--- src/rtl/uart_pkg.sv ---
// Shared state encoding and oversampling constants for the UART RX and TX engines.
package uart_pkg;

   typedef enum logic [2:0] {
      IDLE,
      START,
      DATA,
      PARITY,
      STOP
   } uart_state_e;

   localparam int unsigned OVS       = 16;
   localparam int unsigned START_MID = 7;

endpackage

--- src/rtl/sync_fifo.sv ---
// First-word-fall-through FIFO: the head entry is always visible on dout.
module sync_fifo #(
   parameter int unsigned DW = 8,
   parameter int unsigned AW = 4
) (
   input  logic          clk,
   input  logic          rst_n,
   input  logic          wr,
   input  logic          rd,
   input  logic [DW-1:0] din,
   output logic [DW-1:0] dout,
   output logic          full,
   output logic          empty
);

   localparam int unsigned DEPTH = 2**AW;

   logic [DW-1:0] r_mem [DEPTH];
   logic [AW-1:0] r_wptr;
   logic [AW-1:0] r_rptr;
   logic [AW:0]   r_cnt;
   logic          w_push;
   logic          w_pop;

   assign full  = (r_cnt == (AW+1)'(DEPTH));
   assign empty = (r_cnt == '0);
   assign w_pop = rd && !empty;
   // A pop in the same cycle frees the slot, so a push into a full FIFO is accepted then.
   assign w_push = wr && (!full || w_pop);
   assign dout   = r_mem[r_rptr];

   always_ff @(posedge clk or negedge rst_n) begin
      if (!rst_n) begin
         for (int unsigned i = 0; i < DEPTH; i++) begin
            r_mem[i] <= '0;
         end
         r_wptr <= '0;
         r_rptr <= '0;
         r_cnt  <= '0;
      end else begin
         if (w_push) begin
            r_mem[r_wptr] <= din;
            r_wptr        <= r_wptr + AW'(1);
         end
         if (w_pop) begin
            r_rptr <= r_rptr + AW'(1);
         end
         case ({w_push, w_pop})
            2'b10:   r_cnt <= r_cnt + (AW+1)'(1);
            2'b01:   r_cnt <= r_cnt - (AW+1)'(1);
            default: r_cnt <= r_cnt;
         endcase
      end
   end

endmodule

--- src/rtl/uart_param.sv ---
// Full-duplex UART: baud generator, 16x-oversampled RX/TX engines with runtime
// parity and sticky error flags, and an FWFT FIFO in each direction.
module uart_param
   import uart_pkg::*;
#(
   parameter int unsigned DBIT    = 8,
   parameter int unsigned SB_TICK = 16,
   parameter int unsigned FIFO_AW = 4,
   parameter int unsigned DVSR_W  = 16
) (
   input  logic              clk,
   input  logic              rst_n,
   input  logic [DVSR_W-1:0] dvsr,
   input  logic              parity_en,
   input  logic              parity_odd,
   input  logic              rx,
   output logic              tx,
   input  logic              wr_uart,
   input  logic [DBIT-1:0]   w_data,
   output logic              tx_full,
   output logic              tx_busy,
   input  logic              rd_uart,
   output logic [DBIT-1:0]   r_data,
   output logic              rx_empty,
   output logic              frame_err,
   output logic              parity_err,
   output logic              overrun_err,
   input  logic              err_clr
);

   localparam int unsigned CW = $clog2((SB_TICK > OVS) ? SB_TICK : OVS);
   localparam int unsigned BW = $clog2(DBIT);

   // Baud generator: limit reloads only at wrap so a dvsr change never truncates a period.
   logic [DVSR_W-1:0] r_bcnt;
   logic [DVSR_W-1:0] r_blim;
   logic              w_tick;

   assign w_tick = (r_bcnt == r_blim);

   always_ff @(posedge clk or negedge rst_n) begin
      if (!rst_n) begin
         r_bcnt <= '0;
         r_blim <= '0;
      end else if (w_tick) begin
         r_bcnt <= '0;
         r_blim <= dvsr;
      end else begin
         r_bcnt <= r_bcnt + DVSR_W'(1);
      end
   end

   logic r_rx_meta;
   logic r_rx_sync;

   always_ff @(posedge clk or negedge rst_n) begin
      if (!rst_n) begin
         r_rx_meta <= 1'b1;
         r_rx_sync <= 1'b1;
      end else begin
         r_rx_meta <= rx;
         r_rx_sync <= r_rx_meta;
      end
   end

   uart_state_e     r_rx_st;
   logic [CW-1:0]   r_rx_n;
   logic [BW-1:0]   r_rx_b;
   logic [DBIT-1:0] r_rx_sh;
   logic            r_rx_pen;
   logic            r_rx_podd;
   logic            w_rx_push;
   logic            w_rx_full;
   logic            w_par_bad;
   logic            w_frm_bad;
   logic            w_ovr;

   assign w_rx_push = (r_rx_st == STOP) && w_tick && (r_rx_n == CW'(SB_TICK - 1));
   assign w_par_bad = (r_rx_st == PARITY) && w_tick && (r_rx_n == CW'(OVS - 1)) &&
                      (r_rx_sync != (^r_rx_sh ^ r_rx_podd));
   assign w_frm_bad = w_rx_push && !r_rx_sync;
   assign w_ovr     = w_rx_push && w_rx_full && !rd_uart;

   always_ff @(posedge clk or negedge rst_n) begin
      if (!rst_n) begin
         r_rx_st   <= IDLE;
         r_rx_n    <= '0;
         r_rx_b    <= '0;
         r_rx_sh   <= '0;
         r_rx_pen  <= 1'b0;
         r_rx_podd <= 1'b0;
      end else begin
         case (r_rx_st)
            IDLE: begin
               if (!r_rx_sync) begin
                  r_rx_st   <= START;
                  r_rx_n    <= '0;
                  r_rx_pen  <= parity_en;
                  r_rx_podd <= parity_odd;
               end
            end
            START: begin
               if (w_tick) begin
                  if (r_rx_n == CW'(START_MID)) begin
                     r_rx_n <= '0;
                     r_rx_b <= '0;
                     r_rx_st <= r_rx_sync ? IDLE : DATA;
                  end else begin
                     r_rx_n <= r_rx_n + CW'(1);
                  end
               end
            end
            DATA: begin
               if (w_tick) begin
                  if (r_rx_n == CW'(OVS - 1)) begin
                     r_rx_n  <= '0;
                     r_rx_sh <= {r_rx_sync, r_rx_sh[DBIT-1:1]};
                     if (r_rx_b == BW'(DBIT - 1)) begin
                        r_rx_st <= r_rx_pen ? PARITY : STOP;
                     end else begin
                        r_rx_b <= r_rx_b + BW'(1);
                     end
                  end else begin
                     r_rx_n <= r_rx_n + CW'(1);
                  end
               end
            end
            PARITY: begin
               if (w_tick) begin
                  if (r_rx_n == CW'(OVS - 1)) begin
                     r_rx_n  <= '0;
                     r_rx_st <= STOP;
                  end else begin
                     r_rx_n <= r_rx_n + CW'(1);
                  end
               end
            end
            STOP: begin
               if (w_tick) begin
                  if (r_rx_n == CW'(SB_TICK - 1)) begin
                     r_rx_n  <= '0;
                     r_rx_st <= IDLE;
                  end else begin
                     r_rx_n <= r_rx_n + CW'(1);
                  end
               end
            end
            default: r_rx_st <= IDLE;
         endcase
      end
   end

   logic r_frame_err;
   logic r_parity_err;
   logic r_overrun_err;

   // A new error event takes priority over a clear in the same cycle.
   always_ff @(posedge clk or negedge rst_n) begin
      if (!rst_n) begin
         r_frame_err   <= 1'b0;
         r_parity_err  <= 1'b0;
         r_overrun_err <= 1'b0;
      end else begin
         if (w_frm_bad)    r_frame_err   <= 1'b1;
         else if (err_clr) r_frame_err   <= 1'b0;
         if (w_par_bad)    r_parity_err  <= 1'b1;
         else if (err_clr) r_parity_err  <= 1'b0;
         if (w_ovr)        r_overrun_err <= 1'b1;
         else if (err_clr) r_overrun_err <= 1'b0;
      end
   end

   assign frame_err   = r_frame_err;
   assign parity_err  = r_parity_err;
   assign overrun_err = r_overrun_err;

   uart_state_e     r_tx_st;
   logic [CW-1:0]   r_tx_n;
   logic [BW-1:0]   r_tx_b;
   logic [DBIT-1:0] r_tx_sh;
   logic            r_tx_par;
   logic            r_tx_pen;
   logic            r_tx;
   logic            w_tx_empty;
   logic [DBIT-1:0] w_tx_dout;
   logic            w_tx_load;

   // Reloading straight from the last stop tick keeps back-to-back frames gap-free.
   assign w_tx_load = w_tick && !w_tx_empty &&
                      ((r_tx_st == IDLE) ||
                       ((r_tx_st == STOP) && (r_tx_n == CW'(SB_TICK - 1))));

   always_ff @(posedge clk or negedge rst_n) begin
      if (!rst_n) begin
         r_tx_st  <= IDLE;
         r_tx_n   <= '0;
         r_tx_b   <= '0;
         r_tx_sh  <= '0;
         r_tx_par <= 1'b0;
         r_tx_pen <= 1'b0;
         r_tx     <= 1'b1;
      end else if (w_tx_load) begin
         r_tx_st  <= START;
         r_tx_n   <= '0;
         r_tx_sh  <= w_tx_dout;
         r_tx_par <= ^w_tx_dout ^ parity_odd;
         r_tx_pen <= parity_en;
         r_tx     <= 1'b0;
      end else begin
         case (r_tx_st)
            IDLE: r_tx <= 1'b1;
            START: begin
               if (w_tick) begin
                  if (r_tx_n == CW'(OVS - 1)) begin
                     r_tx_n  <= '0;
                     r_tx_b  <= '0;
                     r_tx_st <= DATA;
                     r_tx    <= r_tx_sh[0];
                  end else begin
                     r_tx_n <= r_tx_n + CW'(1);
                  end
               end
            end
            DATA: begin
               if (w_tick) begin
                  if (r_tx_n == CW'(OVS - 1)) begin
                     r_tx_n <= '0;
                     if (r_tx_b == BW'(DBIT - 1)) begin
                        r_tx_st <= r_tx_pen ? PARITY : STOP;
                        r_tx    <= r_tx_pen ? r_tx_par : 1'b1;
                     end else begin
                        r_tx_b  <= r_tx_b + BW'(1);
                        r_tx_sh <= {1'b0, r_tx_sh[DBIT-1:1]};
                        r_tx    <= r_tx_sh[1];
                     end
                  end else begin
                     r_tx_n <= r_tx_n + CW'(1);
                  end
               end
            end
            PARITY: begin
               if (w_tick) begin
                  if (r_tx_n == CW'(OVS - 1)) begin
                     r_tx_n  <= '0;
                     r_tx_st <= STOP;
                     r_tx    <= 1'b1;
                  end else begin
                     r_tx_n <= r_tx_n + CW'(1);
                  end
               end
            end
            STOP: begin
               if (w_tick) begin
                  if (r_tx_n == CW'(SB_TICK - 1)) begin
                     r_tx_n  <= '0;
                     r_tx_st <= IDLE;
                  end else begin
                     r_tx_n <= r_tx_n + CW'(1);
                  end
               end
            end
            default: r_tx_st <= IDLE;
         endcase
      end
   end

   assign tx      = r_tx;
   assign tx_busy = (r_tx_st != IDLE);

   sync_fifo #(
      .DW (DBIT),
      .AW (FIFO_AW)
   ) u_tx_fifo (
      .clk   (clk),
      .rst_n (rst_n),
      .wr    (wr_uart),
      .rd    (w_tx_load),
      .din   (w_data),
      .dout  (w_tx_dout),
      .full  (tx_full),
      .empty (w_tx_empty)
   );

   sync_fifo #(
      .DW (DBIT),
      .AW (FIFO_AW)
   ) u_rx_fifo (
      .clk   (clk),
      .rst_n (rst_n),
      .wr    (w_rx_push),
      .rd    (rd_uart),
      .din   (r_rx_sh),
      .dout  (r_data),
      .full  (w_rx_full),
      .empty (rx_empty)
   );

endmodule

--- config.mk ---
export PLATFORM = sky130hd
export DESIGN_NAME = uart_param
export DESIGN_NICKNAME = d
export VERILOG_FILES = /design/src/rtl/uart_pkg.sv /design/src/rtl/sync_fifo.sv /design/src/rtl/uart_param.sv
export SDC_FILE = /design/constraint.sdc
export NUM_CORES = 1
export LEC_CHECK = 0
export BUFFER_PORTS_ARGS = -buffer_cell sky130_fd_sc_hd__buf_2
export CAP_MARGIN = 20
export CORE_AREA = 2 2 199 201
export DETAILED_ROUTE_END_ITERATION = 8
export DIE_AREA = 0 0 201 203
export PLACE_DENSITY = 0.66
export SKIP_CTS_REPAIR_TIMING = 1
export SYNTH_ARGS = -nofsm -noshare
export SYNTH_HDL_FRONTEND = slang
export SYNTH_HIERARCHICAL = 1
export SYNTH_SLANG_ARGS = --single-unit
--- constraint.sdc ---
create_clock -name clk -period 7.4 [get_ports clk]
set_clock_uncertainty 0.15 [all_clocks]
set_input_delay 0.74 -clock clk [delete_from_list [all_inputs] [get_ports clk]]
set_output_delay 0.74 -clock clk [all_outputs]
set_load 0.03 [all_outputs]
; After elaboration in Yosys (flattened, before gate mapping)
; Index checks and enable logic that the tools add are counted.
; W data, S select, Z words.
[classes]
add_sub_neg = 13
order_cmp = 6
n_eq_ne = 49
n_mux = 79
bitwise_logic = 8
n_reduce_logical = 58
[op_table]
columns = operator, count
row1 = $bwmux W128, 2
row2 = $mux W3, 30
row3 = $mux W8, 11
row4 = $bmux W8 S4, 2
row5 = $demux W8 S4, 2
row6 = $mux W4, 9
row7 = $ne A2 B2 Y1 const B, 15
row8 = $pmux W3 S5, 2
row9 = $add A4 B1 Y4 const B, 6
row10 = $ne A3 B2 Y1 const B, 8
row11 = $reduce_bool A2 Y1, 11
row12 = $ge A5 B5 Y1 const B, 4
row13 = $not A4 Y5, 4
row14 = $pmux W5 S2, 2
row15 = $reduce_and A10 Y1, 2
row16 = $logic_and A1 B1 Y1, 17
row17 = $add A16 B1 Y16 const B, 1
row18 = $eq A16 B16 Y1, 1
row19 = $mux W16, 1
row20 = $reduce_xor A8 Y1, 2
row21 = $reduce_and A7 Y1, 2
row22 = $mux W1, 13
row23 = $eq A3 B2 Y1 const B, 4
row24 = $eq A3 B3 Y1 const B, 4
row25 = other kinds (31), 58
[totals]
reg_bits = 360
in_bits = 32
out_inout_bits = 15
wordCells = 271

; Depth between registers and ports, before layout
[logic_depth]
word_depth = 9
ltp_mapped = 17
ltp_nobuf = 15

; By module
; Netlist, hierarchy kept.
[modules_own_cells]
columns = module, n_inst, cells_per_inst, area_each_um2, seq_area_each_um2
row1 = sync_fifo (u_tx_fifo), 1, 434, 6927.9, 3528.4
row2 = sync_fifo (u_rx_fifo), 1, 431, 6547.5, 3528.4
row3 = uart_param, 1, 386, 4035.1, 1955.6

; Worst setup path after synthesis
; No wires, ideal clock.
[synth_path]
kind = register to register
start = register u_tx_fifo.r_cnt[1]
end = register u_tx_fifo.r_cnt[4]
setup_ps = 116
t_arrival_ps = 3947
t_required_ps = 7134
setup_slack_ps = 3187
stages_incl_launch_ff = 18
n_path_buf = 2
period_less_slack_ps = 4213
cell_sequence = dfrtp_1 or4_4 buf_6 nor2_1 nor3_1 and2_1 nand2_1 inv_1 nor3_4 buf_12 or2b_2 ha_1 inv_1 fa_1 nor2b_1 o21a_1 mux2_2 o311ai_0
[synth_between]
elab_chain_len = 9
elab_cells_between_ends = 15
cone_classes = add/sub: 2 / eq/ne: 3 / mux: 1 / reduce/logical: 9
[synth_lines]
columns = item, line
row1 = start: declaration, sync_fifo.sv:21  ; logic [AW:0] r_cnt;
row2 = start signal: assignment, sync_fifo.sv:49  ; 2'b10: r_cnt <= r_cnt + (AW+1)'(1);
row3 = start signal: assignment, sync_fifo.sv:50  ; 2'b01: r_cnt <= r_cnt - (AW+1)'(1);
row4 = start signal: assignment, sync_fifo.sv:51  ; default: r_cnt <= r_cnt;
row5 = $logic_not A5 Y1 (*), sync_fifo.sv:26  ; assign empty = (r_cnt == '0);
row6 = net w_tx_empty, uart_param.sv:184  ; logic w_tx_empty;
row7 = $logic_not A1 Y1 (*), uart_param.sv:189  ; assign w_tx_load = w_tick && !w_tx_empty &&
row8 = $logic_and A1 B1 Y1 (*) (2 in a row), uart_param.sv:189
row9 = net w_tx_load, uart_param.sv:186  ; logic w_tx_load;
row10 = $logic_and A1 B1 Y1 (*), sync_fifo.sv:27  ; assign w_pop = rd && !empty;
row11 = $logic_or A1 B1 Y1, sync_fifo.sv:29  ; assign w_push = wr && (!full || w_pop);
row12 = $logic_and A1 B1 Y1, sync_fifo.sv:29
row13 = $eq A2 B1 Y1 or $eq A2 B2 Y1 (tied branches), sync_fifo.sv:48  ; case ({w_push, w_pop})
row14 = $pmux W5 S2 or $reduce_bool A2 Y1 (tied branches), -
; The timed path passes the listed nets; every way through them passes the cells marked *.
; A chain may end at the register's enable or synchronous reset.

; Worst setup path after layout
; Ends and elaborated chain as after synthesis.

==> metrics.log <==
[metrics] number of violations of the max-capacitance limit: 0
[metrics] final-report max-slew violation count: 0
[metrics] HP Class: input port to async pin
[metrics] initial core utilization: 45.5%
[metrics] net switching component of the power: 1440 uW
[metrics] portion of the post-synthesis area used by sequential elements: 51.5%
[metrics] H-tree level count: 2
[metrics] simple-gate area share of the yosys netlist: 7.46%
[metrics] DPL Wire Length: 22800 um
[metrics] number of antenna violations at the first check in global routing: 0
[metrics] setup repair after global routing missed its margin: false
[metrics] total count of hold-check failures in the final report: 0
[metrics] clock share of power: 36.0%
[metrics] slack of the critical path: 2.32 ns
[metrics] Primary FF master, synth: sky130_fd_sc_hd__dfrtp_1
[metrics] post-synth net total: 1310
[metrics] total via count after detailed routing: 10123
[metrics] clock root buffer: sky130_fd_sc_hd__clkbuf_16
[metrics] Yosys warning count: 6
[metrics] number of buffers inserted during clock tree synthesis: 40
[metrics] mean post-synth cell area: 14.0 sq um
[metrics] Floorplan Core Area: 38500 sq um
[metrics] First DRT Iteration DRCs: 474
[metrics] main combinational cell family by area after synthesis: multiplexers
[metrics] critical-path cell with the highest stage delay: sky130_fd_sc_hd__nor3_4
[metrics] power density of the placed cells: 292 nW/um^2
[metrics] Initial DRT Pass Iterations: 4
[metrics] maximum clock rate: 197 MHz
[metrics] crit end category: register
[metrics] data required time of the worst path: 7.67 ns
[metrics] I/O pin cnt: 47
[metrics] DP Worst Slack: 2.40 ns
[metrics] pin count of the biggest net entering global routing: 129
[metrics] number of cells produced by synthesis: 1251
[metrics] wire length per cell: 19.4 um
[metrics] Die Footprint: 40800 sq um
[metrics] mux share of post-synthesis cell area: 28.5%
[metrics] clock insertion delay at the later pin of the skew report: 0.54 ns
[metrics] Compound-Gate Fraction of Synth Area: 4.89%
[metrics] vias per std cell: 5.53
[metrics] switching share of power: 25.1%
[metrics] count of buffers from port buffering: 46
[metrics] maximum fanout along the worst path: 14
[metrics] Relative slew margins: 26.1%
[metrics] buffer depth of the longest clock path: 3
[metrics] Crit path arrival time: 5.36 ns
[metrics] Cell Int Power: 4280 uW
[metrics] total number of clock tree sinks: 360
[metrics] type of element launching the critical path: register
[metrics] setup violation total in the final timing report: 0
[metrics] wirelength, routed: 35600 um
[metrics] vias in the first global route: 10531
[metrics] post-layout minimum cycle time: 5.08 ns
[metrics] XOR/XNOR share of the synthesized area: 3.35%
[metrics] width of the die: 201 um
[metrics] net total in the final layout: 1343
[metrics] Critical Path Most Common Cell: sky130_fd_sc_hd__inv_1
[metrics] LEAKAGE: 0.00880 uW
[metrics] number of library cell types mapped by synthesis: 73
[metrics] sequence of cells on the critical path: or4_4 > nor2_1 > nor3_1 > and2_1 > nand2_1 > inv_1 > nor3_4 > or2b_2 > ha_1 > inv_1 > fa_1 > nor2b_1 > o21a_1 > mux2_2 > o311ai_0
[metrics] sequential fraction of design power: 44.9%
[metrics] post-synthesis adder-cell area fraction: 2.02%
[metrics] post-route ant nets: 0
[metrics] all-layer global routing usage: 17.9%
[metrics] number of synthesized flops with an enable pin: 0
[metrics] Period Utilization, post-route: 68.7%
[metrics] dpl cell area: 18200 sq um
[metrics] Diodes inserted: 0
[metrics] summed instance area of the synthesized netlist: 17500 sq um
[metrics] area delta synth->final: 11.8%
[metrics] post-route standard cell area excluding fillers: 19600 sq um
[metrics] transition at the pin with the smallest max-transition slack: 1.10 ns
[metrics] Overflow after GRT: 0
[metrics] final routed DRC violation total: 0
[metrics] ratio of cells with drive above 1 in the final layout: 39.3%
[metrics] Total Negative Setup Slacks: 0 ns
[metrics] die height: 203 um
[metrics] FF+latch count, synth: 360
[metrics] max incr delay on CP: 0.93 ns
[metrics] number of cell rows: 72
[metrics] run status: finished clean
[metrics] CTS tree: yes
[metrics] clock-pin slew of the registers on the worst-case setup and hold paths: 0.06 ns
[metrics] first-pass GRT wire length: 58400 um
[metrics] combinational share of power: 19.1%
[metrics] Placed Instances: 1759
[metrics] ys async rst share: 100%
[metrics] classification of the worst setup path: register to register
[metrics] final weighted congestion of routability-driven global placement: 0.769
[metrics] count of non-filler cells in the finished layout: 1830
[metrics] r2r setup slk: 2.32 ns
[metrics] peak ir drop on the vdd network: 0.218 mV
worst max-delay path, delay by kind of cell, from the launching register on:
kind	cells	cell delay (ns)
buffers and inverters	2	0.29
and+or+nand+nor	8	2.56
adders and majority gates	2	0.73
muxes	1	0.33
DFF	1	0.41
AOI/OAI and AO/OA	2	0.47
cell usage after synthesis, types with 9 or more instances:
library cell	instances	area, sq um
sky130_fd_sc_hd__nor2_1	52	195
sky130_fd_sc_hd__nor2_2	12	75.1
sky130_fd_sc_hd__o21ai_0	23	115
sky130_fd_sc_hd__mux4_2	64	1440
sky130_fd_sc_hd__buf_2	12	60.1
sky130_fd_sc_hd__ha_1	25	313
sky130_fd_sc_hd__nor3_4	9	146
sky130_fd_sc_hd__mux2_2	219	2470
sky130_fd_sc_hd__xor2_1	14	123
sky130_fd_sc_hd__a22oi_1	32	240
sky130_fd_sc_hd__mux2_4	65	976
sky130_fd_sc_hd__nand2_1	60	225
sky130_fd_sc_hd__dfrtp_1	357	8930
sky130_fd_sc_hd__nand2b_1	9	56.3
sky130_fd_sc_hd__nand3_1	15	75.1
sky130_fd_sc_hd__inv_1	24	90.1
sky130_fd_sc_hd__a21oi_1	19	95.1
sky130_fd_sc_hd__o22ai_1	10	62.6
sky130_fd_sc_hd__clkbuf_1	47	176
sky130_fd_sc_hd__xnor2_1	53	464
registers in the layout, summed over array words and instances, names as in the netlist, 3 cells and up:
signal            cells
u_tx_fifo/r_rptr      4
r_rx_sh               8
u_rx_fifo/r_rptr      4
r_tx_b                3
r_tx_sh               8
r_tx_n                4
u_rx_fifo/r_cnt       5
u_tx_fifo/r_mem     128
u_rx_fifo/r_mem     128
r_bcnt               16
r_rx_n                4
r_blim               16
r_rx_b                3
u_tx_fifo/r_cnt       5
r_tx_st               3
u_tx_fifo/r_wptr      4
r_rx_st               3
u_rx_fifo/r_wptr      4
metal layers:
layer	routed length, um	track usage [%]
met3	1110	2.92
met5	0	0
met1	16500	24.8
met2	17400	29.5
met4	578	4.71
worst paths after layout:
check / start / end / cells past startpoint
worst max-delay path: u_tx_fifo/r_cnt[1]$_DFFE_PN0P_ / u_tx_fifo/r_cnt[4]$_DFFE_PN0P_ / 15
min in group clk: rx / r_rx_meta$_DFF_PN1_ / 1
worst max register to register: u_tx_fifo/r_cnt[1]$_DFFE_PN0P_ / u_tx_fifo/r_cnt[4]$_DFFE_PN0P_ / 15
worst min register to register: r_rx_meta$_DFF_PN1_ / r_rx_sync$_DFF_PN1_ / 0
worst min-delay path: rst_n / u_tx_fifo/r_mem[7]$_DFFE_PN0P_ / 1
max in group asynchronous: rst_n / u_tx_fifo/r_mem[12]$_DFFE_PN0P_ / 2
layout by cell type (no fill, tap or decap), types with 19 or more instances in the layout:
master,count
sky130_fd_sc_hd__clkbuf_16,41
sky130_fd_sc_hd__inv_1,24
sky130_fd_sc_hd__dfrtp_1,355
sky130_fd_sc_hd__buf_2,45
sky130_fd_sc_hd__o21ai_0,23
sky130_fd_sc_hd__mux4_2,64
sky130_fd_sc_hd__mux2_4,65
sky130_fd_sc_hd__a21oi_1,19
sky130_fd_sc_hd__xnor2_1,53
sky130_fd_sc_hd__a22oi_1,32
sky130_fd_sc_hd__nand2_1,60
sky130_fd_sc_hd__nor2_1,52
sky130_fd_sc_hd__mux2_2,219
sky130_fd_sc_hd__ha_1,25
metrics by stage:
step	hold WS, ns	power [uW]	utilization, %
floorplan	0.195	3430	-
global placement	0.197	3640	47.2
detailed placement	0.199	3690	47.3
CTS	0.137	5790	50.8
global route	0.140	6000	50.9
finish	0.135	5720	50.9
logic make-up after synthesis:
kind of cell / count (synthesis)
AO/OA/AOI/OAI: 120
XOR/XNOR: 67
adder cells (fa/ha/maj): 27
buffers and inverters: 92
flip-flops: 360
multiplexers: 358
AND/OR/NAND/NOR: 227
layout make-up:
type	count	area [sq um]
flip-flops and latches	360	9010
well taps	518	648
clock inverters	8	168
inverters	24	90.1
clock buffers	62	1190
fillers	3286	18900
repair buffers	59	358
multi-input cells	799	8100
power by group through the flow:
| stage | registers (uW) | clock network (uW) | logic, uW |
|---|---|---|---|
| after floorplan | 2510 | 0 | 925 |
| after global placement | 2570 | 0 | 1060 |
| after detailed placement | 2590 | 0 | 1090 |
| after CTS | 2570 | 2120 | 1100 |
| after global routing | 2610 | 2200 | 1180 |
| final | 2570 | 2060 | 1090 |
Note: power is estimated with default switching activity, not from simulation.
